File: src/rtl/ex4_run_ctrl_pkg.sv
// ex4_pkg: shared types and constants for the ex4 run controller.
package ex4_pkg;

    typedef enum logic [2:0] {IDLE, INIT, RUN, HIT, TOUT} ex4_state_e;

    localparam int EX4_SW          = 32;
    localparam int EX4_TIMEOUT_DEF = 1000000;

    // x^33 + x^20 + 1 in right-shifting Galois form (maximal length for 33 bits)
    localparam logic [EX4_SW:0] EX4_LFSR_TAPS = 33'h1_0008_0000;

endpackage

File: src/rtl/ex4_run_ctrl_if.sv
// ex4_run_ctrl_if: requester stimulus bus (requests + vectors in, grant + stimulus out).
interface ex4_run_ctrl_if
    import ex4_pkg::*;
#(
    parameter int SW   = EX4_SW,
    parameter int NREQ = 4
);
    logic [NREQ-1:0]        req;
    logic [NREQ*(SW+1)-1:0] vec_in;   // slice i = {X, C[SW-1:0]}
    logic [NREQ-1:0]        gnt;
    logic                   X_out;
    logic [SW-1:0]          C_out;

    modport master (output req, vec_in, input gnt, X_out, C_out);
    modport slave  (input req, vec_in, output gnt, X_out, C_out);
endinterface

File: src/rtl/ex4_run_ctrl_rr_arb.sv
// ex4_rr_arb: round-robin winner select; search starts one past the last winner.
module ex4_rr_arb #(
    parameter  int NREQ = 4,
    localparam int PW   = (NREQ > 1) ? $clog2(NREQ) : 1
) (
    input  logic            CLK,
    input  logic            Clear,
    input  logic [NREQ-1:0] req,
    input  logic            upd,      // commit the current winner as the new pointer
    output logic [NREQ-1:0] gnt_oh,
    output logic            any,
    output logic [PW-1:0]   win_idx
);
    logic [PW-1:0] ptr;

    // first asserted request after ptr, wrapping modulo NREQ
    always_comb begin
        gnt_oh  = '0;
        any     = 1'b0;
        win_idx = ptr;
        for (int k = 1; k <= NREQ; k++) begin
            if (!any && req[(int'(ptr) + k) % NREQ]) begin
                any     = 1'b1;
                win_idx = PW'((int'(ptr) + k) % NREQ);
            end
        end
        if (any) gnt_oh[win_idx] = 1'b1;
    end

    // pointer parks at NREQ-1 so requester 0 goes first after reset
    always_ff @(posedge CLK or posedge Clear) begin
        if (Clear)    ptr <= PW'(NREQ - 1);
        else if (upd) ptr <= win_idx;
    end
endmodule

File: src/rtl/ex4_run_ctrl.sv
// ex4_run_ctrl: run sequencer (clear -> stimulate -> watch target) with
// round-robin sharing of the machine's X/C stimulus among requesters.
// Optional: EX4_RUN_CTRL_LFSR_EN adds an LFSR that fills idle RUN cycles.
module ex4_run_ctrl
    import ex4_pkg::*;
#(
    parameter int SW      = EX4_SW,
    parameter int NREQ    = 4,
    parameter int CNT_W   = 20,
    parameter int TIMEOUT = EX4_TIMEOUT_DEF
) (
    input  logic             CLK,
    input  logic             Clear,
    input  logic             start,
    input  logic [SW-1:0]    target,
    input  logic [SW-1:0]    state,
    ex4_run_ctrl_if.slave    bus,
    output logic             dut_clear,
    output logic             busy,
    output logic             hit,
    output logic             timeout,
    output logic [CNT_W-1:0] cycles
);
    localparam int PW = (NREQ > 1) ? $clog2(NREQ) : 1;

    ex4_state_e      st, st_nxt;
    logic            match, tmo_hit, run_go;
    logic [NREQ-1:0] win_oh;
    logic            win_any;
    logic [PW-1:0]   win_idx;
    logic [SW:0]     win_vec, idle_vec;

    assign match   = (state == target);
    assign tmo_hit = (cycles == CNT_W'(TIMEOUT - 1));
    // stays in RUN this cycle: the only time grants/stimulus are produced
    assign run_go  = (st == RUN) && (st_nxt == RUN);
    assign win_vec = bus.vec_in[int'(win_idx)*(SW+1) +: SW+1];

    ex4_rr_arb #(.NREQ(NREQ)) u_arb (
        .CLK     (CLK),
        .Clear   (Clear),
        .req     (bus.req),
        .upd     (run_go && win_any),
        .gnt_oh  (win_oh),
        .any     (win_any),
        .win_idx (win_idx)
    );

`ifdef EX4_RUN_CTRL_LFSR_EN
    logic [SW:0] lfsr;

    // free-running in RUN; seeded only by reset
    always_ff @(posedge CLK or posedge Clear) begin
        if (Clear)          lfsr <= (SW+1)'(1);
        else if (st == RUN) lfsr <= lfsr[0] ? ((lfsr >> 1) ^ (SW+1)'(EX4_LFSR_TAPS)) : (lfsr >> 1);
    end

    assign idle_vec = lfsr;
`else
    assign idle_vec = '0;
`endif

    // FSM state register
    always_ff @(posedge CLK or posedge Clear) begin
        if (Clear) st <= IDLE;
        else       st <= st_nxt;
    end

    // next state and status decode; match beats timeout
    always_comb begin
        st_nxt    = st;
        dut_clear = 1'b0;
        busy      = 1'b0;
        hit       = 1'b0;
        timeout   = 1'b0;
        case (st)
            IDLE: if (start) st_nxt = INIT;
            INIT: begin
                dut_clear = 1'b1;
                busy      = 1'b1;
                st_nxt    = RUN;
            end
            RUN: begin
                busy = 1'b1;
                if (match)        st_nxt = HIT;
                else if (tmo_hit) st_nxt = TOUT;
            end
            HIT: begin
                hit = 1'b1;
                if (start) st_nxt = INIT;
            end
            TOUT: begin
                timeout = 1'b1;
                if (start) st_nxt = INIT;
            end
            default: st_nxt = IDLE;
        endcase
    end

    // cycle counter: zeroed on entry to INIT, counts RUN cycles, frozen at run end
    always_ff @(posedge CLK or posedge Clear) begin
        if (Clear)                         cycles <= '0;
        else if (st_nxt == INIT)           cycles <= '0;
        else if (run_go && cycles != '1)   cycles <= cycles + 1'b1;
    end

    // registered grant and stimulus; zero outside of an ongoing RUN
    always_ff @(posedge CLK or posedge Clear) begin
        if (Clear) begin
            bus.gnt                 <= '0;
            {bus.X_out, bus.C_out}  <= '0;
        end else if (run_go && win_any) begin
            bus.gnt                 <= win_oh;
            {bus.X_out, bus.C_out}  <= win_vec;
        end else if (run_go) begin
            bus.gnt                 <= '0;
            {bus.X_out, bus.C_out}  <= idle_vec;
        end else begin
            bus.gnt                 <= '0;
            {bus.X_out, bus.C_out}  <= '0;
        end
    end
endmodule

File: src/flat_wrapper.sv
// flat-port wrapper written by rule: the top's interface ports become plain ports
module ex4_run_ctrl_flat import ex4_pkg::*;
#(
    parameter int SW      = EX4_SW,
    parameter int NREQ    = 4,
    parameter int CNT_W   = 20,
    parameter int TIMEOUT = EX4_TIMEOUT_DEF
)
  (CLK, Clear, start, target, state, dut_clear, busy, hit, timeout, cycles, bus_req, bus_vec_in, bus_gnt, bus_X_out, bus_C_out);
  ex4_run_ctrl_if #(.SW(SW), .NREQ(NREQ)) bus_i ();
  input  logic CLK;
  input  logic Clear;
  input  logic start;
  input  logic [SW-1:0] target;
  input  logic [SW-1:0] state;
  output logic dut_clear;
  output logic busy;
  output logic hit;
  output logic timeout;
  output logic [CNT_W-1:0] cycles;
  input wire logic [$bits(bus_i.req)-1:0] bus_req;
  input wire logic [$bits(bus_i.vec_in)-1:0] bus_vec_in;
  output wire logic [$bits(bus_i.gnt)-1:0] bus_gnt;
  output wire logic [$bits(bus_i.X_out)-1:0] bus_X_out;
  output wire logic [$bits(bus_i.C_out)-1:0] bus_C_out;
  assign bus_i.req = bus_req;
  assign bus_i.vec_in = bus_vec_in;
  assign bus_gnt = bus_i.gnt;
  assign bus_X_out = bus_i.X_out;
  assign bus_C_out = bus_i.C_out;
  ex4_run_ctrl #(.SW(SW), .NREQ(NREQ), .CNT_W(CNT_W), .TIMEOUT(TIMEOUT)) u_core (.CLK(CLK), .Clear(Clear), .start(start), .target(target), .state(state), .bus(bus_i), .dut_clear(dut_clear), .busy(busy), .hit(hit), .timeout(timeout), .cycles(cycles));
endmodule
File: config.mk
export PLATFORM = sky130hd
export DESIGN_NAME = ex4_run_ctrl_flat
export DESIGN_NICKNAME = d
export VERILOG_FILES = /design/src/rtl/ex4_run_ctrl_pkg.sv /design/src/rtl/ex4_run_ctrl_if.sv /design/src/rtl/ex4_run_ctrl_rr_arb.sv /design/src/rtl/ex4_run_ctrl.sv /design/src/flat_wrapper.sv
export SDC_FILE = /design/constraint.sdc
export NUM_CORES = 1
export LEC_CHECK = 0
export BUFFER_PORTS_ARGS = -buffer_cell sky130_fd_sc_hd__buf_2
export CORE_MARGIN = 5
export CORE_UTILIZATION = 40
export CTS_BUF_LIST = sky130_fd_sc_hd__clkbuf_2 sky130_fd_sc_hd__clkbuf_4 sky130_fd_sc_hd__clkbuf_8
export CTS_CLUSTER_SIZE = 8
export DETAILED_ROUTE_END_ITERATION = 6
export GPL_TIMING_DRIVEN = 0
export PLACE_DENSITY = 0.76
export SLEW_MARGIN = 30
export SYNTH_ARGS = -nofsm -noshare
export SYNTH_HDL_FRONTEND = slang
export SYNTH_SLANG_ARGS = --single-unit
export TNS_END_PERCENT = 30
File: constraint.sdc
create_clock -name CLK -period 2.8 [get_ports CLK]
set_input_delay 0.28 -clock CLK [delete_from_list [all_inputs] [get_ports CLK]]
set_output_delay 0.28 -clock CLK [all_outputs]
set_load 0.005 [all_outputs]
After elaboration in Yosys (flattened, before gate mapping)
Cells that the tools add are included.
Word-level totals
  register bits after elaboration: 62
  input bits: 203
  output and inout bits: 61
  logic and storage cells: 86
Operators by class
  add/subtract/negate cells: 5
  $mul: 1
  order comparisons: 6
  eq/ne operators: 9
  shift-type cells: 1
  mux-type cells: 36
  bitwise operators: 4
  reduce and logical (&&, ||, !) cells: 18
Operators by type and width (count)
  $shiftx 132x32->33: 1
  $mux 20: 2
  $eq 32x32->1: 1
  $mux 32: 1
  $add 20x1->20 const B: 1
  $eq 20x20->1 const B: 1
  $ne 20x20->1 const B: 1
  $mux 1: 18
  $lt 3x4->1 const B: 4
  $reduce_or 2->1: 5
  $eq 3x2->1 const B: 3
  $mux 3: 3
  $pmux 3 s3: 1
  $bmux 1 s2: 4
  $mul 2x6->8 const B: 1
  $mux 2: 4
  $mux 4: 2
  $logic_and 1x1->1: 7
  $eq 3x1->1 const B: 2
  $add 2x1->2 const B: 2
  $add 2x2->2 const B: 2
  $and 1x1->1 const A: 4
  $eq 3x3->1 const B: 1
  $logic_not 1->1: 3
  6 further kinds: 6

Depth between registers and ports, before layout
Gate-level depths: netlist (run 1).
  depth after elaboration: 22
  gate-level depth with buffers: 9
  gate-level depth less buffers: 7

Hierarchy
Synthesis (run 1) repeated with hierarchy kept, for this count alone.
Unflattened totals
  cell total of the unflattened synthesis: 361
  area, all modules: 3952.5 um^2
By module, submodules not included
  ex4_run_ctrl: instances 1, cells each 334, area an instance 3737.3 um^2, seq. area each 1501.4 um^2
  ex4_rr_arb: instances 1, cells each 27, area an instance 215.2 um^2, seq. area each 52.6 um^2

Least setup slack after synthesis (run 1)
No wires, ideal clock.
  path type: reg-to-reg
  from: register u_core.u_arb.ptr[1]
  to: register u_core.bus.C_out[10]
  library setup time: 0.094 ns
  arrival: 2.000 ns
  data required time: 2.706 ns
  slack: 0.706 ns
  stages on the path, launching flop included: 8
  buffers on the path: 2
  clock period less this slack: 2.094 ns
  cells stage by stage: dfstp_2 > clkbuf_1 > mux2i_1 > nor2_1 > nor3_1 > clkbuf_1 > a211oi_1 > a211oi_1
Between the ends
  cells in the longest elaborated chain, start to end: 17
  elaborated cells between the ends (all ways): 34
  those cells by class: add/sub: 4; mul: 1; shift: 1; mux: 21; reduce/logical: 7
Ends and longest elaborated chain
  from (decl): line ex4_run_ctrl_rr_arb.sv:14  | logic [PW-1:0] ptr;
  from (signal assigned): line ex4_run_ctrl_rr_arb.sv:32  | if (Clear) ptr <= PW'(NREQ - 1);
  from (signal assigned): line ex4_run_ctrl_rr_arb.sv:33  | else if (upd) ptr <= win_idx;
  $add 2x1->2: line ex4_run_ctrl_rr_arb.sv:22, ex4_run_ctrl_rr_arb.sv:24
  $bmux 1 s2: line ex4_run_ctrl_rr_arb.sv:22  | if (!any && req[(int'(ptr) + k) % NREQ]) begin
  $mux 1 (implied by the code) (2 in series): line ex4_run_ctrl_rr_arb.sv:22
  $mux 1: line ex4_run_ctrl_rr_arb.sv:22
  $logic_not 1->1: line ex4_run_ctrl_rr_arb.sv:22
  $logic_and 1x1->1: line ex4_run_ctrl_rr_arb.sv:22
  $mux 1: line ex4_run_ctrl_rr_arb.sv:22
  $logic_not 1->1: line ex4_run_ctrl_rr_arb.sv:22
  $logic_and 1x1->1: line ex4_run_ctrl_rr_arb.sv:22
  $mux 1: line ex4_run_ctrl_rr_arb.sv:22
  $logic_not 1->1: line ex4_run_ctrl_rr_arb.sv:22
  $logic_and 1x1->1: line ex4_run_ctrl_rr_arb.sv:22
  $mux 2: line ex4_run_ctrl_rr_arb.sv:22
  $mul 2x6->8: line ex4_run_ctrl.sv:37  | assign win_vec = bus.vec_in[int'(win_idx)*(SW+1) +: SW+1];
  $shiftx 132x32->33: line ex4_run_ctrl.sv:37
  $mux 32 *: line ex4_run_ctrl.sv:112  | end else if (run_go && win_any) begin
  to (signal assigned): line ex4_run_ctrl.sv:114  | {bus.X_out, bus.C_out} <= win_vec;
  to (signal assigned): line ex4_run_ctrl.sv:117  | {bus.X_out, bus.C_out} <= idle_vec;
  to (decl): line ex4_run_ctrl_if.sv:15  | modport slave (input req, vec_in, output gnt, X_out, C_out);
Mark *: on every way between the ends. The rest lies on a longest branch, timed or not. The select of a mux whose other input is x is not followed.
A chain may end at the register's enable or synchronous reset.

Final worst setup path (run 1)
  from: register u_core.u_arb.ptr[1]
  to: register u_core.bus.C_out[30]
The elaborated chain is that of the path after synthesis.

==> flow_metrics.tcl, run 1 <==
set metrics [dict create \
    status "complete, no violations" \
    grt_start_max_net_pins 37 \
    seq_area_frac_synth 0.378 \
    io_pins 264 \
    r2r-start "u_core.u_arb.ptr[1]" \
    synth_edf_count 0 \
    cp.depth 7 \
    clock_latency_ns 0.34 \
    cts_root_buf "clkbuf_8" \
    clockBufferDepth 2 \
    cp-end-kind "flip-flop" \
    overflow 0 \
    worst_pin_slew_ns 0.607 \
    multi_input_area_um2 2400 \
    dr_total_vias 4575 \
    crit_slowest_cell "dfstp_2" \
    wl_mm 15.1 \
    fillers 953 \
    die_x_um 111 \
    endpoint "u_core.bus.C_out[30]" \
    vias_per_cell 5.38 \
    holdPathStages 4 \
    rrSetupSlack_ns 0.27 \
    die_h_um 111 \
    final_cell_mix "270 x buf_2, 66 x a211oi_1, 60 x dfrtp_1, 36 x nor2b_1, 34 x mux2i_1" \
    ant_nets 0 \
    setup_tns_ns 0 \
    place_congestion 0.937 \
    grt_antenna_before_repair 3 \
    die-area_um2 12400 \
    async_flop_share 1.00 \
    ff2ff_path_depth 7 \
    numCtsBuffers 9 \
    fmax_ghz 0.396 \
    worstPathCellList "clkbuf_1 -> mux2i_1 -> nor2_1 -> nor3_2 -> clkbuf_1 -> a211oi_1 -> a211oi_1" \
    core-area_um2 10200 \
    p_per_area_nw_per_um2 712 \
    cts_max_level 3 \
    slew_violations 0 \
    fin_util 0.576 \
    syn_area_per_cell_um2 9.56 \
    syn_area_um2 4110 \
    drt-pass1-iter-count 4 \
    synth_cell_types 57 \
    setup_viol 0 \
    min_from "start" \
    crit_family "buffers and inverters" \
    clkSinkCount 62 \
    synth_ff_type "dfrtp_1" \
    dpl_cell_area_um2 5630 \
    critical-path-max-stage-delay_ns 0.52 \
    final.min_clock_period_ns 2.53 \
    netlist_instances 430 \
    yosys.area.top_type "dfrtp_1" \
    start_util 0.404 \
    p_leak_nw 2.82 \
    yosysTopAreaCellShare 0.365 \
    grt_pass1_wl_mm 23.5 \
    ys_top_cells_by_area "dfrtp_1 37%, a211oi_1 12%, mux2i_1 8.3%" \
    min_path_type "in -> reg" \
    start_kind "flip-flop" \
    crit_required_ns 3.03 \
    vdd_drop_max_v 0.000443 \
    nNetsFinal 910 \
    drc_errors 0 \
    total_power_w 0.00418 \
    crit_type "reg -> reg" \
    ys_warn_count 0 \
    seq_area_um2 1550 \
    worst_ep_arrival_time_ns 2.76 \
    syn_to_final_growth_pct 42.7 \
    io_buffers 263 \
    fin_area_um2 5870 \
    rsz0062_at_grt "no" \
    cp_max_fo 10 \
    post-route-period-util 0.903 \
    critPathLaunch "u_core.u_arb.ptr[1]" \
    num_rows 37 \
    dp_hpwl_mm 12.3 \
    final_common_cell "buf_2" \
    hold_viol_final 0 \
    cts.repair.resized 0 \
    slew_headroom 0.593 \
    syn-num-nets 634 \
    grt_use_total 0.232 \
    grt_pass1_vias 4786 \
    wl_per_cell_um 17.7 \
    synth_seq_cells 62 \
    drive_gt1_frac 0.436 \
    crit_buf_inv 2 \
    clk_pin_slew_ns 0.08 \
    drt-initial-drc-count 152 \
    r2r-end "u_core.bus.C_out[30]" \
    maxCapViolCount 0 \
    clock_skew_ns 0.0150 \
    cts_tree "built" \
]
registers in the layout, summed over array words and instances, names as in the netlist:
register and count:
u_core.bus.C_out 32, u_core.bus.X_out 1, u_core.bus.gnt 4, u_core.cycles 20
u_core.st 3, u_core.u_arb.ptr 2
cells in the mapped netlist (6+ instances only):
cell	number
a211oi_1	66
a21oi_1	8
a221o_1	9
buf_2	7
buf_4	6
clkbuf_1	16
dfrtp_1	60
mux2i_1	34
nand2_1	24
nand3_1	11
nand4_1	12
nor2_1	17
nor2b_1	36
nor3_1	14
nor4_1	8
xnor2_1	33
power by group:
group / switching, W / internal, W
combinational: 0.00106 / 0.000875
clock: 0.000367 / 0.000544
sequential: 0.000120 / 0.00121
worst min-delay path, delay by kind of cell:
family / cells / cell delay, ns
simple gates: 2 / 0.10
compound gates: 1 / 0.05
buf+inv: 1 / 0.12
layout make-up:
type	instances	area share
antenna	4	0.00171
inverter	3	0.00234
clock buffer	12	0.0260
buffer	31	0.0266
tap	136	0.0290
sequential	62	0.265
timing repair buffer	265	0.229
multi-input combinational	334	0.408
clock inverter	4	0.0119
kinds of logic (layout without fill, tap and decap cells):
kind of cell               count (synthesis)  count (layout)  share of synthesized area
DFF                                       62              62                      0.378
and+or+nand+nor                          156             156                      0.218
muxes                                     36              36                     0.0882
adders and majority gates                  1               1                    0.00304
buffers and inverters                     34             315                     0.0408
AOI/OAI and AO/OA                        107             107                      0.200
other                                      0               4                          0
xor gates and xnor gates                  34              34                     0.0724
metal layers:
metal	GRT usage	up-vias	wire (um)
li1	-	2164	-
met2	0.422	209	7820
met3	0.101	27	1680
met5	0	-	0
met4	0.0860	0	389
met1	0.236	2175	5180
repair_timing:
action | 4_1_cts | 5_1_grt
buffers inserted | 0 | 0
hold buffers | 1 | 0
hold endpoints to repair | 26 | 0
endpoints found under the setup margin | 0 | 0
worst min path at each step:
stage	end	slack [ns]
2_1_floorplan	u_core.st[0]	0.44
3_3_place_gp	u_core.u_arb.ptr[0]	0.53
3_5_place_dp	u_core.bus.C_out[7]	0.29
4_1_cts	u_core.st[0]	0.25
5_1_grt	u_core.bus.C_out[21]	0.28
6_report	u_core.st[2]	0.26
through the flow:
step,std cells,hold slack (ns),setup WS [ns]
2_1_floorplan,430,0.436,0.706
3_3_place_gp,829,0.525,0.0650
3_5_place_dp,830,0.289,0.215
4_1_cts,847,0.249,0.225
5_1_grt,850,0.278,0.0564
6_report,851,0.265,0.272
(Power assumes the default switching activity.)
==> run 2, diff against run 1 <==
--- a/config.mk
+++ b/config.mk
@@ -7,12 +7,12 @@
 export LEC_CHECK = 0
 export BUFFER_PORTS_ARGS = -buffer_cell sky130_fd_sc_hd__buf_2
 export CORE_MARGIN = 5
-export CORE_UTILIZATION = 40
+export CORE_UTILIZATION = 44
 export CTS_BUF_LIST = sky130_fd_sc_hd__clkbuf_2 sky130_fd_sc_hd__clkbuf_4 sky130_fd_sc_hd__clkbuf_8
 export CTS_CLUSTER_SIZE = 8
 export DETAILED_ROUTE_END_ITERATION = 6
 export GPL_TIMING_DRIVEN = 0
-export PLACE_DENSITY = 0.76
+export PLACE_DENSITY = 0.83
 export SLEW_MARGIN = 30
 export SYNTH_ARGS = -nofsm -noshare
 export SYNTH_HDL_FRONTEND = slang
==> flow_metrics.tcl, run 2 (same netlist as run 1, synthesis figures left out) <==
set metrics [dict create \
    status "complete, no violations" \
    switching_share 0.389 \
    grt_antenna_before_repair 1 \
    final_cell_mix "270 x buf_2, 66 x a211oi_1, 60 x dfrtp_1, 36 x nor2b_1, 34 x mux2i_1" \
    crit_required_ns 3.03 \
    dr_total_vias 4505 \
    vdd_drop_max_v 0.000502 \
    place_congestion 0.944 \
    clk_pin_slew_ns 0.07 \
    grt_start_max_net_pins 51 \
    setup_viol 0 \
    core-area_um2 9200 \
    fmax_ghz 0.397 \
    largest_reg_flops 32 \
    io_pins 264 \
    crit_slowest_cell "dfrtp_1" \
    grt_pass1_vias 4708 \
    p_leak_nw 2.79 \
    min_to "u_core.bus.C_out[25]" \
    post-cts-setup-buffers 0 \
    cpMostUsedCell "buf_4" \
    grt_pass1_wl_mm 22.9 \
    r2r-end "u_core.bus.C_out[29]" \
    cp-end-kind "flip-flop" \
    slew_headroom 0.561 \
    drt-pass1-iter-count 5 \
    overflow 0 \
    cts_root_buf "clkbuf_8" \
    nNetsFinal 910 \
    switchingPower_w 0.00153 \
    dp_hpwl_mm 12.1 \
    pre_cts_slack_ns 0.265 \
    post-route-period-util 0.899 \
    setup_tns_ns 0 \
    p_comb_frac 0.493 \
    wl_mm 14.9 \
    clock_power_share 0.171 \
    maxCapViolCount 0 \
    clkSinkCount 62 \
    min_from "bus_vec_in[25]" \
    cts_max_level 3 \
    drc_errors 0 \
    ff2ff_path_depth 9 \
    r2r-start "u_core.cycles[0]" \
    worstPathCellList "ha_1 -> and4_1 -> nand4_1 -> o21a_1 -> a21boi_2 -> nand2b_1 -> buf_4 -> buf_4 -> a211oi_1" \
    die_x_um 107 \
    wl_per_cell_um 18.1 \
    worst_pin_slew_ns 0.651 \
    clock_skew_ns 0.0138 \
    setup_ws_ns 0.284 \
    crit_family "compound AO/OA/AOI/OAI gates" \
    io_buffers 263 \
    cp_max_fo 10 \
    critical-path-max-stage-delay_ns 0.42 \
    cts_tree "built" \
    start_util 0.447 \
    die_h_um 107 \
    die-area_um2 11400 \
    p_per_area_nw_per_um2 682 \
    syn_to_final_growth_pct 40.4 \
    vias_per_cell 5.48 \
    drive_gt1_frac 0.435 \
    grt_use_total 0.252 \
    fin_util 0.628 \
    ant_nets 0 \
    numCtsBuffers 9 \
    pwr-share-seq 0.336 \
    fillers 813 \
    final.min_clock_period_ns 2.52 \
    start_kind "flip-flop" \
    slew_violations 0 \
    hold_viol_final 0 \
    crit_type "reg -> reg" \
    total_power_w 0.00394 \
    rsz0062_at_grt "no" \
    num_rows 35 \
    drt-initial-drc-count 164 \
    clock_latency_ns 0.33 \
    min_path_type "in -> reg" \
    final_common_cell "buf_2" \
    rrSetupSlack_ns 0.28 \
    cts.repair.resized 0 \
    crit_buf_inv 2 \
    clockBufferDepth 2 \
    holdPathStages 3 \
    intPower_w 0.00241 \
    worst_ep_arrival_time_ns 2.75 \
]
run 2: cell type report:
type | count | area [um2] | share of cell area
diodes | 1 | 2.50 | 0.000433
plain buffers | 31 | 156 | 0.0271
clock buffers | 10 | 131 | 0.0228
clock inverters | 5 | 27.5 | 0.00477
inverters | 3 | 13.8 | 0.00238
multi-input cells | 334 | 2400 | 0.415
flip-flops and latches | 62 | 1550 | 0.269
well taps | 111 | 139 | 0.0241
repair buffers | 265 | 1350 | 0.234
run 2: how the worst max path moves through the flow:
stage                   startpoint                    to  slack [ns]  cells after the start
2_1_floorplan  u_core.u_arb.ptr[1]  u_core.bus.C_out[10]        0.71                      7
3_3_place_gp   u_core.u_arb.ptr[1]  u_core.bus.C_out[21]        0.03                      7
3_5_place_dp      u_core.cycles[0]  u_core.bus.C_out[29]        0.27                      9
4_1_cts           u_core.cycles[0]  u_core.bus.C_out[29]        0.25                      9
5_1_grt        u_core.u_arb.ptr[1]  u_core.bus.C_out[29]        0.06                      7
6_report          u_core.cycles[0]  u_core.bus.C_out[29]        0.28                      9
run 2: worst reg2reg max path: stages (launching register included):
cell	delay, ns
dfrtp_1	0.42
ha_1	0.26
and4_1	0.23
nand4_1	0.15
o21a_1	0.16
a21boi_2	0.37
nand2b_1	0.19
buf_4	0.21
buf_4	0.18
a211oi_1	0.23
run 2: timing repair:
item	CTS	global route
endpoints found under the hold margin	12	0
setup endpoints to repair	0	0
hold buffers	1	0
run 2: power by group through the flow:
stage / sequential (W) / clock, W / combinational [W]
2_1_floorplan: 0.00137 / 0 / 0.00114
3_5_place_dp: 0.00134 / 0 / 0.00195
5_1_grt: 0.00136 / 0.000738 / 0.00213
4_1_cts: 0.00132 / 0.000687 / 0.00196
6_report: 0.00132 / 0.000675 / 0.00194
3_3_place_gp: 0.00133 / 0 / 0.00189
run 2: routing by layer:
metal / vias to the layer above / global-route usage / routed length (um)
met4: 0 / 0.0703 / 326
met1: 2094 / 0.257 / 4860
met3: 24 / 0.102 / 1710
met2: 217 / 0.472 / 7950
li1: 2170 / - / -
met5: - / 0 / 0
run 2: metrics by stage:
stage / hold WS (ns) / cells / area, um2
2_1_floorplan: 0.436 / 430 / 4110
3_3_place_gp: 0.518 / 804 / 5570
3_5_place_dp: 0.217 / 805 / 5600
4_1_cts: 0.251 / 821 / 5770
5_1_grt: 0.263 / 822 / 5770
6_report: 0.271 / 822 / 5770
==> run 3, diff against run 2 <==
--- a/config.mk
+++ b/config.mk
@@ -8,11 +8,12 @@
 export BUFFER_PORTS_ARGS = -buffer_cell sky130_fd_sc_hd__buf_2
 export CORE_MARGIN = 5
 export CORE_UTILIZATION = 44
-export CTS_BUF_LIST = sky130_fd_sc_hd__clkbuf_2 sky130_fd_sc_hd__clkbuf_4 sky130_fd_sc_hd__clkbuf_8
+export CTS_BUF_LIST = sky130_fd_sc_hd__clkbuf_2
 export CTS_CLUSTER_SIZE = 8
 export DETAILED_ROUTE_END_ITERATION = 6
 export GPL_TIMING_DRIVEN = 0
 export PLACE_DENSITY = 0.83
+export SKIP_LAST_GASP = 1
 export SLEW_MARGIN = 30
 export SYNTH_ARGS = -nofsm -noshare
 export SYNTH_HDL_FRONTEND = slang
==> flow_metrics.tcl, run 3 (same netlist as run 1, synthesis figures left out) <==
set metrics [dict create \
    io_buffers 263 \
    cp_max_fo 10 \
    worst_pin_slew_ns 0.651 \
    rsz0062_at_grt "no" \
    syn_to_final_growth_pct 38.4 \
    drc_errors 0 \
    setup_tns_ns 0 \
    drt-initial-drc-count 208 \
    final_common_cell "buf_2" \
    cts_root_buf "clkbuf_2" \
    wl_mm 14.8 \
    r2r-start "u_core.cycles[0]" \
    clock_skew_ns 0.0371 \
    min_from "bus_vec_in[25]" \
    cts.repair.resized 0 \
    p_leak_nw 2.77 \
    fin_area_um2 5690 \
    die_h_um 107 \
    min_path_type "in -> reg" \
    wl_per_cell_um 18.0 \
    drive_gt1_frac 0.435 \
    place_congestion 0.944 \
    final_cell_mix "270 x buf_2, 66 x a211oi_1, 60 x dfrtp_1, 36 x nor2b_1, 34 x mux2i_1" \
    p_per_area_nw_per_um2 650 \
    total_power_w 0.00370 \
    cp-end-kind "flip-flop" \
    seq_area_um2 1550 \
    critPathLaunch "u_core.cycles[0]" \
    grt_start_max_net_pins 51 \
    core-area_um2 9200 \
    dpl_cell_area_um2 5600 \
    die_x_um 107 \
    overflow 0 \
    critical-path-max-stage-delay_ns 0.46 \
    post-route-period-util 0.907 \
    final.min_clock_period_ns 2.54 \
    hold_viol_final 0 \
    grt_antenna_before_repair 1 \
    fmax_ghz 0.394 \
    grt_use_total 0.252 \
    vdd_drop_max_v 0.000477 \
    grt_pass1_wl_mm 22.8 \
    nNetsFinal 910 \
    slew_violations 0 \
    num_rows 35 \
    crit_required_ns 3.18 \
    clk_pin_slew_ns 0.19 \
    vias_per_cell 5.50 \
    drt-pass1-iter-count 4 \
    worstPathCellList "ha_1 -> and4_1 -> nand4_1 -> o21a_1 -> a21boi_2 -> nand2b_1 -> buf_4 -> buf_4 -> a211oi_1" \
    start_kind "flip-flop" \
    maxCapViolCount 0 \
    start_util 0.447 \
    crit_type "reg -> reg" \
    crit_family "compound AO/OA/AOI/OAI gates" \
    clock_latency_ns 0.47 \
    cts_tree "built" \
    crit_buf_inv 2 \
    numCtsBuffers 9 \
    dr_total_vias 4518 \
    die-area_um2 11400 \
    io_pins 264 \
    fillers 825 \
    cts_max_level 3 \
    dp_hpwl_mm 12.1 \
    grt_pass1_vias 4706 \
    largest_reg_flops 32 \
    setup_viol 0 \
    multi_input_area_um2 2400 \
    status "complete, no violations" \
    ant_nets 0 \
    clockBufferDepth 2 \
    cpMostUsedCell "buf_4" \
    clkSinkCount 62 \
    worst_ep_arrival_time_ns 2.92 \
    crit_slowest_cell "dfrtp_1" \
    slew_headroom 0.561 \
]
==> run 3: cell counts in the layout (fill, tap and decap cells not counted) <==
No cell type changed its count.
==> run 3: power breakdown <==
group	internal [W]	leakage [nW]	switching [W]	total, W
sequential	0.00120	0.758	0.000111	0.00132
clock	0.000110	0.0573	0.000339	0.000449
combinational	0.000876	1.95	0.00106	0.00194
==> run 3: layout make-up <==
| type | instances | share of cell area |
|---|---|---|
| Clock inverter | 5 | 0.00484 |
| Multi-Input combinational cell | 334 | 0.421 |
| Antenna cell | 1 | 0.000440 |
| Buffer | 31 | 0.0275 |
| Timing Repair Buffer | 265 | 0.238 |
| Tap cell | 111 | 0.0244 |
| Inverter | 3 | 0.00242 |
| Sequential cell | 62 | 0.273 |
| Clock buffer | 10 | 0.00879 |
==> run 3: routing by layer <==
layer | up-vias | track usage | wire length [um]
met5 | - | 0 | 0
met4 | 0 | 0.0712 | 322
met3 | 24 | 0.102 | 1640
met2 | 196 | 0.471 | 7940
met1 | 2125 | 0.257 | 4860
li1 | 2173 | - | -
==> run 3: through the flow <==
step / hold slack [ns] / instances / util / worst slack (ns)
6_report: 0.109 / 822 / 0.619 / 0.262
3_5_place_dp: 0.217 / 805 / 0.609 / 0.265
5_1_grt: 0.0709 / 822 / 0.619 / 0.0303
3_3_place_gp: 0.518 / 804 / 0.605 / 0.0322
2_1_floorplan: 0.436 / 430 / - / 0.706
4_1_cts: 0.0754 / 821 / 0.619 / 0.217
==> run 3: worst paths after layout <==
path / end / slack, ns / depth (start not counted)
worst max register to register: u_core.bus.C_out[29] / 0.26 / 9
max in group asynchronous: u_core.u_arb.ptr[1] / 1.96 / 4
worst min-delay path: u_core.bus.C_out[25] / 0.11 / 3
min in group asynchronous: u_core.cycles[2] / 0.26 / 3
worst min register to register: u_core.u_arb.ptr[0] / 0.56 / 2
worst max-delay path: u_core.bus.C_out[29] / 0.26 / 9
==> run 3: what timing repair did <==
| item | in CTS | in global routing |
|---|---|---|
| hold endpoints to repair | 60 | 0 |
| buffers inserted | 0 | 0 |
| hold buffers | 1 | 0 |
==> run 3: worst min-delay path: cells and delay by family <==
family | cells | cell delay (ns)
muxes | 1 | 0.11
buffers and inverters | 1 | 0.10
AOI/OAI and AO/OA | 1 | 0.08
